### src/rtl/neuron_arbiter_pkg.sv
// Shared types and width helpers for the Neuron arbiter and its tag FIFO.
package neuron_arbiter_pkg;

    typedef enum logic {
        LOCK_FREE = 1'b0,
        LOCK_HELD = 1'b1
    } lock_state_e;

    // Neuron input beat: NC lanes, each holding a full-precision NP-input sum.
    function automatic int calc_iw(input int np, input int nc, input int wd);
        return nc * ($clog2(np) + 1 + wd);
    endfunction

    function automatic int calc_ow(input bit hidden, input int np, input int nc, input int wd);
        return hidden ? nc * wd : calc_iw(np, nc, wd);
    endfunction

    function automatic int idx_w(input int n);
        return (n > 1) ? $clog2(n) : 1;
    endfunction

endpackage

### src/rtl/neuron_tag_fifo.sv
// Synchronous FIFO of requester indices, one entry per result in flight through the Neuron.
module neuron_tag_fifo
    import neuron_arbiter_pkg::*;
#(
    parameter int DEPTH = 2,
    parameter int W     = 1
) (
    input  logic         clk_i,
    input  logic         rst_ni,
    input  logic         push_i,
    input  logic [W-1:0] data_i,
    input  logic         pop_i,
    output logic [W-1:0] head_o,
    output logic         full_o,
    output logic         empty_o
);

    localparam int PW = idx_w(DEPTH);
    localparam int CW = $clog2(DEPTH) + 1;

    logic [W-1:0]  mem_q [DEPTH];
    logic [PW-1:0] wr_q, wr_d, rd_q, rd_d;
    logic [CW-1:0] cnt_q, cnt_d;
    logic          push_ok, pop_ok;

    assign full_o  = (cnt_q == CW'(DEPTH));
    assign empty_o = (cnt_q == '0);
    assign head_o  = mem_q[rd_q];

    assign push_ok = push_i && !full_o;
    assign pop_ok  = pop_i && !empty_o;

    // DEPTH is a power of two, so pointer wrap is the natural PW-bit overflow.
    always_comb begin
        wr_d  = push_ok ? wr_q + PW'(1) : wr_q;
        rd_d  = pop_ok ? rd_q + PW'(1) : rd_q;
        cnt_d = cnt_q + CW'(push_ok) - CW'(pop_ok);
    end

    always_ff @(posedge clk_i) begin
        if (!rst_ni) begin
            wr_q  <= '0;
            rd_q  <= '0;
            cnt_q <= '0;
        end else begin
            wr_q  <= wr_d;
            rd_q  <= rd_d;
            cnt_q <= cnt_d;
        end
    end

    always_ff @(posedge clk_i) begin
        if (push_ok) begin
            mem_q[wr_q] <= data_i;
        end
    end

endmodule

### src/rtl/neuron_arbiter.sv
// Round-robin sharing of one Neuron stage among NR accumulator lanes; results are
// steered back to their issuing lane through an in-order tag queue.
module neuron_arbiter
    import neuron_arbiter_pkg::*;
#(
    parameter int NR     = 2,
    parameter     HIDDEN = "yes",
    parameter int NP     = 4,
    parameter int NC     = 4,
    parameter int WD     = 4,
    parameter int TQ     = 2,
    localparam int IW    = calc_iw(NP, NC, WD),
    localparam int OW    = calc_ow(HIDDEN == "yes", NP, NC, WD)
) (
    input  logic             iCLK,
    input  logic             iRST,
    input  logic [NR-1:0]    iValid_AS,
    output logic [NR-1:0]    oReady_AS,
    input  logic [NR*IW-1:0] iData_AS,
    output logic             oValid_NA,
    input  logic             iReady_NA,
    output logic [IW-1:0]    oData_NA,
    input  logic             iValid_NB,
    output logic             oReady_NB,
    input  logic [OW-1:0]    iData_NB,
    output logic [NR-1:0]    oValid_BS,
    input  logic [NR-1:0]    iReady_BS,
    output logic [NR*OW-1:0] oData_BS,
    output logic             oErr
);

    localparam int SW = idx_w(NR);

    lock_state_e   lock_q, lock_d;
    logic [SW-1:0] lock_idx_q, lock_idx_d;
    logic [SW-1:0] ptr_q, ptr_d;
    logic          err_q, err_d;
    logic [SW-1:0] sel, head;
    logic          full, empty, in_hs, out_hs;

    // First valid lane at or after start, wrapping; falls back to start when none is valid.
    function automatic logic [SW-1:0] rr_pick(input logic [NR-1:0] vld, input logic [SW-1:0] start);
        logic [SW-1:0] pick;
        logic          found;
        int            idx;
        pick  = start;
        found = 1'b0;
        for (int k = 0; k < NR; k++) begin
            idx = (int'(start) + k) % NR;
            if (!found && vld[idx]) begin
                pick  = SW'(idx);
                found = 1'b1;
            end
        end
        return pick;
    endfunction

    assign sel       = (lock_q == LOCK_HELD) ? lock_idx_q : rr_pick(iValid_AS, ptr_q);
    assign oValid_NA = iRST && iValid_AS[sel] && !full;
    assign oData_NA  = iData_AS[int'(sel)*IW +: IW];
    assign in_hs     = oValid_NA && iReady_NA;

    always_comb begin
        oReady_AS      = '0;
        oReady_AS[sel] = iRST && iReady_NA && !full;
    end

    // A held offer pins the grant so oData_NA cannot change until it is taken.
    always_comb begin
        lock_d     = lock_q;
        lock_idx_d = lock_idx_q;
        ptr_d      = ptr_q;
        case (lock_q)
            LOCK_FREE: begin
                if (oValid_NA && !iReady_NA) begin
                    lock_d     = LOCK_HELD;
                    lock_idx_d = sel;
                end
            end
            LOCK_HELD: begin
                if (in_hs) begin
                    lock_d = LOCK_FREE;
                end
            end
            default: lock_d = LOCK_FREE;
        endcase
        if (in_hs) begin
            ptr_d = (sel == SW'(NR - 1)) ? '0 : sel + SW'(1);
        end
    end

    always_comb begin
        oValid_BS       = '0;
        oValid_BS[head] = iRST && iValid_NB && !empty;
    end

    assign oReady_NB = iRST && !empty && iReady_BS[head];
    assign out_hs    = iValid_NB && oReady_NB;
    assign oData_BS  = {NR{iData_NB}};
    assign err_d     = err_q || (iValid_NB && empty);
    assign oErr      = err_q;

    always_ff @(posedge iCLK) begin
        if (!iRST) begin
            lock_q     <= LOCK_FREE;
            lock_idx_q <= '0;
            ptr_q      <= '0;
            err_q      <= 1'b0;
        end else begin
            lock_q     <= lock_d;
            lock_idx_q <= lock_idx_d;
            ptr_q      <= ptr_d;
            err_q      <= err_d;
        end
    end

    neuron_tag_fifo #(
        .DEPTH(TQ),
        .W    (SW)
    ) u_tag_fifo (
        .clk_i  (iCLK),
        .rst_ni (iRST),
        .push_i (in_hs),
        .data_i (sel),
        .pop_i  (out_hs),
        .head_o (head),
        .full_o (full),
        .empty_o(empty)
    );

endmodule

### config.mk
export PLATFORM = sky130hd
export DESIGN_NAME = neuron_arbiter
export DESIGN_NICKNAME = d
export VERILOG_FILES = /design/src/rtl/neuron_arbiter_pkg.sv /design/src/rtl/neuron_tag_fifo.sv /design/src/rtl/neuron_arbiter.sv
export SDC_FILE = /design/constraint.sdc
export NUM_CORES = 1
export LEC_CHECK = 0
export BUFFER_PORTS_ARGS = -buffer_cell sky130_fd_sc_hd__buf_2
export CELL_PAD_IN_SITES_DETAIL_PLACEMENT = 0
export CELL_PAD_IN_SITES_GLOBAL_PLACEMENT = 1
export CORE_UTILIZATION = 22
export CTS_CLUSTER_SIZE = 25
export DETAILED_ROUTE_END_ITERATION = 8
export PLACE_DENSITY = 0.83
export SYNTH_ARGS = -nofsm -noshare
export SYNTH_HDL_FRONTEND = slang
export SYNTH_HIERARCHICAL = 1
export SYNTH_SLANG_ARGS = --single-unit
### constraint.sdc
create_clock -name iCLK -period 3.25 [get_ports iCLK]
set_input_delay 0.4875 -clock iCLK [delete_from_list [all_inputs] [get_ports iCLK]]
set_output_delay 0.4875 -clock iCLK [all_outputs]
set_load 0.02 [all_outputs]
[Word-level counts from Yosys, hierarchy flattened]
Memories as Yosys holds them, arrays and structs flattened. A register that Yosys moved wholly into a read port is not among the register bits.
Cells that the tools add are included.
Word-level totals
  bits in registers: 8
  bits in latches: 0
  RAM bits: 2
  bits in read-only memories: 0
  logic and storage cells: 75
  memories kept: 1
Cells by class
  $add $sub $neg: 6
  multipliers: 1
  div/mod/pow operators: 0
  order comparisons: 6
  equal/unequal tests: 1
  shift-type cells: 1
  muxes and demuxes: 24
  bitwise logic cells: 4
  reduce and logical (&&, ||, !) cells: 24
Memories
  u_tag_fifo.mem_q: depth 2, width 1, read ports 1, clocked after Yosys merged registers in 1, wr ports 1, RTL line neuron_tag_fifo.sv:21  | logic [W-1:0] mem_q [DEPTH];
Operator list (number)
  variable part select 56 x 7 -> 28 bit: 1
  2-to-1 mux 1 bit: 21
  logical AND 1 bit: 17
  < comparator 1 x 2 -> 1 bit, second input constant: 3
  adder 1 bit, second input constant: 4
  bitwise AND 2 bit: 2
  logical NOT 1 bit: 4
  multiplier 1 x 3 -> 4 bit, second input constant: 1
  < comparator 2 x 3 -> 1 bit, second input constant: 1
  adder 2 x 1 -> 2 bit: 1
  demux 1 bit (select 1 bit): 2
  equality test 2 bit, second input constant: 1
  >= comparator 1 bit, second input constant: 2
  logical NOT 2 bit: 1
  one-hot mux 1 bit (2 select lines): 1
  AND reduction 2 bit: 1
  subtractor 2 x 1 -> 2 bit: 1
  bitwise AND 1 bit, first input constant: 1
  logical OR 1 bit: 1
  NOT 1 bit: 1

[Logic depth before layout (Yosys ltp)]
  depth in word-level cells: 16
  depth in mapped cells: 11
  depth with buffers taken out: 11

[Cells and area by module]
Netlist, hierarchy kept.
Modules (own cells, without submodules)
  neuron_arbiter: times used 1, cells an instance 99, area an instance 894.6 um^2, seq. area each 80.1 um^2
  neuron_tag_fifo: times used 1, cells an instance 30, area an instance 307.8 um^2, seq. area each 160.2 um^2

[Worst setup path before layout]
OpenSTA, ideal clock, no wires.
  path kind: reg-to-reg
  start: reg with a tool-made name
  end: reg u_tag_fifo.cnt_q[1]
  setup time: 115 ps
  arrival time: 2411 ps
  required time: 3135 ps
  slack: 724 ps
  stages on the path, launching flop included: 12
  path buffers: 0
  clock period less this slack: 2526 ps
  path through: dfxtp_1 mux2_2 mux2i_1 nor3b_1 and2_1 o21a_2 ha_1 inv_1 ha_1 xor2_1 and2_2 nor3_1
RTL lines
  end signal, assigned: RTL line neuron_tag_fifo.sv:48  | cnt_q <= cnt_d;
  end, declared: RTL line neuron_tag_fifo.sv:23  | logic [CW-1:0] cnt_q, cnt_d;

[Final worst setup path]
  start: in iValid_AS[0]
  end: out oData_NA[21]
On the way
  cells in the longest elaborated chain, start to end: 9
Ends and longest elaborated chain
  start, declared: RTL line neuron_arbiter.sv:17  | input logic [NR-1:0] iValid_AS,
  2-to-1 mux 1 bit (not written as such) (2 in a row): RTL line neuron_arbiter.sv:50  | if (!found && vld[idx]) begin
  2-to-1 mux 1 bit: RTL line neuron_arbiter.sv:50
  logical NOT 1 bit: RTL line neuron_arbiter.sv:50
  logical AND 1 bit (*): RTL line neuron_arbiter.sv:50
  2-to-1 mux 1 bit (*): RTL line neuron_arbiter.sv:50
  2-to-1 mux 1 bit (*): RTL line neuron_arbiter.sv:58  | assign sel = (lock_q == LOCK_HELD) ? lock_idx_q : rr_pick(iValid_AS, ptr_q);
  multiplier 1 x 3 -> 4 bit (*): RTL line neuron_arbiter.sv:60  | assign oData_NA = iData_AS[int'(sel)*IW +: IW];
  variable part select 56 x 7 -> 28 bit (*): RTL line neuron_arbiter.sv:60
  end, declared: RTL line neuron_arbiter.sv:22  | output logic [IW-1:0] oData_NA,
Mark *: on every way between the ends. The rest lies on a longest branch, timed or not. The select of a mux whose other input is x is not followed.

==> flow_metrics.tcl <==
set metrics [dict create \
    run_status "finished, final reports clean" \
    timing.critical_path.from_type "input port" \
    numClockSinks 11 \
    critPathBufInv 4 \
    core_region_area_um2 5170 \
    detailedRoute.firstPassIterationCount 4 \
    area_growth_pct 29.7 \
    gp_congestion 0.669 \
    finalCritPeriodShare 0.756 \
    final_max_slew_viol_count 0 \
    switching_power_mw 0.170 \
    cts_tree "yes" \
    dr_vias_cell 3.94 \
    max_slew_margin 0.764 \
    synth.most_common_cell "sky130_fd_sc_hd__buf_4" \
    die_ar_um2 5770 \
    avgSynthCellArea_um2 9.32 \
    drt-total-wl_um 2990 \
    hold_path_class "reg -> reg" \
    synth_edf_count 2 \
    total_leakage_power_nw 0.801 \
    clk_root_buffer_cell "sky130_fd_sc_hd__clkbuf_8" \
    synth.top_cells.by_area "sky130_fd_sc_hd__mux2_2 25%, sky130_fd_sc_hd__buf_4 20%, sky130_fd_sc_hd__dfxtp_1 15%, sky130_fd_sc_hd__edfxtp_1 5.0%, sky130_fd_sc_hd__nor2_1 3.4%" \
    detailroute.via_count 1052 \
    std_cell_rows 26 \
    clk_pin_slew_worst_paths_ns 0.05 \
    die_width_um 75.9 \
    postRouteAntennaNets 0 \
    fmaxAchievable_ghz 0.407 \
    sequential_share_of_the_synthesized_area 0.200 \
    path_class "in -> out" \
    worst_supply_voltage_drop_on_vdd_mv 0.126 \
    worst-endpoint-required_ns 2.76 \
    reported_max_cap_violation_count 0 \
    async_reset_ff_frac 0 \
    post-route-min-period_ns 2.46 \
    finalSetupViolCount 0 \
    num_io_pins 147 \
    grt_antenna_before_repair 0 \
    inst_count_dp 263 \
    crit_path_cell_trace "buf_2, inv_1, a21oi_1, o31ai_4, buf_4, mux2_2, buf_2" \
    antenna_cells_inserted 0 \
    cts-root-to-sink-buffers 2 \
    largest_stage_delay_on_the_critical_path_ns 0.39 \
    worst_setup_path_end_kind "primary output" \
    primary_flip_flop_cell_chosen_by_synthesis_mapping "sky130_fd_sc_hd__dfxtp_1" \
    avgRoutedWirePerCell_um 11.2 \
    fin_setup_tns_ns 0 \
    cts_hold_repair.buffers 0 \
    cts_setup_buffers 0 \
    drc 0 \
    postSynthNetCount 211 \
    placed_cell_area_um2 1510 \
    arrival_ns 1.97 \
    clkLatencyLatePin_ns 0.23 \
    internal_power_of_the_cells_mw 0.335 \
    port_buffers 98 \
    synthesis.instances 129 \
    cts_htree_levels 1 \
    powerDensity_nw_per_um2 324 \
    clock_skew_ns 0.00253 \
    setup_repair_after_global_routing_missed_its_margin "no" \
    cts_made_buffers 3 \
    synth.top_cells.by_count "32 x sky130_fd_sc_hd__buf_4, 27 x sky130_fd_sc_hd__mux2_2, 11 x sky130_fd_sc_hd__nor2_1, 9 x sky130_fd_sc_hd__dfxtp_1, 5 x sky130_fd_sc_hd__inv_1" \
    yosys_warnings 6 \
    synthesis.area_um2 1200 \
    largest_net_degree_at_the_start_of_global_routing 31 \
    drt_first_iter_violations 56 \
    die_height_um 75.9 \
    grt_util_all_layers 0.0982 \
    cp_common_cell "sky130_fd_sc_hd__buf_2" \
    power.clock.fraction 0.270 \
    distinct_cell_type_count_after_synthesis 34 \
    initial_core_util 0.232 \
    yosysTopAreaCell "sky130_fd_sc_hd__mux2_2" \
    seq_power_share 0.302 \
    power.share.switching 0.337 \
    slowest_stage "sky130_fd_sc_hd__mux2_2" \
    final_layout_size_suffix_gt1_frac 0.680 \
    pwr-share-comb 0.428 \
    crit_fanout 30 \
    ys_seq_elements 11 \
    grt_remaining_overflow 0 \
    final_hold_viol_count 0 \
    ctsResizeCount 0 \
    non_filler_instances 267 \
    critical-path-top-delay-family "buffers and inverters" \
    final_area_um2 1560 \
    yosysTopAreaCellShare 0.253 \
    first_pass_grt_wire_length_um 4570 \
    grt_pass1_vias 957 \
    dp.final_hpwl_um 2470 \
    worst_pin_slew_ns 0.354 \
    num-nets-final 280 \
]
-- cells in the final DEF (no fill, tap or decap), types with 2 or more instances in the layout --
cell type                  Yosys  routed
sky130_fd_sc_hd__nand2_1       3       3
sky130_fd_sc_hd__nor2_1       11      11
sky130_fd_sc_hd__mux2_1        2       2
sky130_fd_sc_hd__nor2b_1       2       2
sky130_fd_sc_hd__nand2b_1      2       2
sky130_fd_sc_hd__a21oi_1       2       2
sky130_fd_sc_hd__edfxtp_1      2       2
sky130_fd_sc_hd__ha_1          2       2
sky130_fd_sc_hd__mux2_2       27      27
sky130_fd_sc_hd__mux2i_1       3       3
sky130_fd_sc_hd__clkbuf_8      0       3
sky130_fd_sc_hd__buf_2         0      98
sky130_fd_sc_hd__and2_1        2       2
sky130_fd_sc_hd__o21ai_0       2       2
sky130_fd_sc_hd__nor3b_1       3       3
sky130_fd_sc_hd__inv_1         5       5
sky130_fd_sc_hd__dfxtp_1       9       9
-- kinds of logic after synthesis --
group	Yosys count	synth area share
buffers and inverters	40	0.243
AO/OA/AOI/OAI	11	0.0770
adder cells (fa/ha/maj)	2	0.0208
AND/OR/NAND/NOR	31	0.148
XOR/XNOR	2	0.0146
multiplexers	32	0.297
flip-flops	11	0.200
-- power by group through the flow --
stage | registers (mW) | logic (mW) | clock network, mW
detailed placement | 0.155 | 0.217 | 0
CTS | 0.153 | 0.218 | 0.140
floorplan | 0.156 | 0.197 | 0
finish | 0.153 | 0.216 | 0.137
global route | 0.154 | 0.233 | 0.149
global placement | 0.155 | 0.215 | 0
-- routing by layer --
metal,up-vias,wire (um),GRT usage
li1,547,-,-
met5,-,0,0
met3,4,156,0.0265
met1,471,1390,0.129
met2,30,1430,0.149
met4,0,17,0.0442
-- per-stage QoR --
stage	power, mW	utilization	hold slack [ns]	setup WS (ns)
3_5_place_dp	0.372	0.293	0.477	0.785
6_report	0.506	0.301	0.485	0.794
4_1_cts	0.510	0.301	0.486	0.781
5_1_grt	0.536	0.301	0.506	0.682
2_1_floorplan	0.352	-	0.455	0.724
3_3_place_gp	0.371	0.293	0.466	0.807
-- path summary, 6_finish.rpt --
kind,start,to,slack (ns),cells after the start
setup reg to reg,u_tag_fifo/cnt_q[0],u_tag_fifo/cnt_q[1],1.01,11
setup / recovery,iValid_AS[0],oData_NA[21],0.79,7
hold / removal,u_tag_fifo/wr_q,u_tag_fifo/wr_q,0.48,2
hold reg to reg,u_tag_fifo/wr_q,u_tag_fifo/wr_q,0.48,2
-- cell type report --
type | instances | area (um^2)
clock buffers | 4 | 45.0
fillers | 564 | 3610
inverters | 5 | 18.8
multi-input cells | 78 | 669
flip-flops and latches | 11 | 240
well taps | 70 | 87.6
repair buffers | 99 | 498
-- worst min-delay path, cell delays in order, from the launching register on --
cell and delay (ns):
sky130_fd_sc_hd__dfxtp_1 0.32, sky130_fd_sc_hd__nand2_1 0.06, sky130_fd_sc_hd__mux2i_1 0.06
Power figures use the tool's default switching activity.
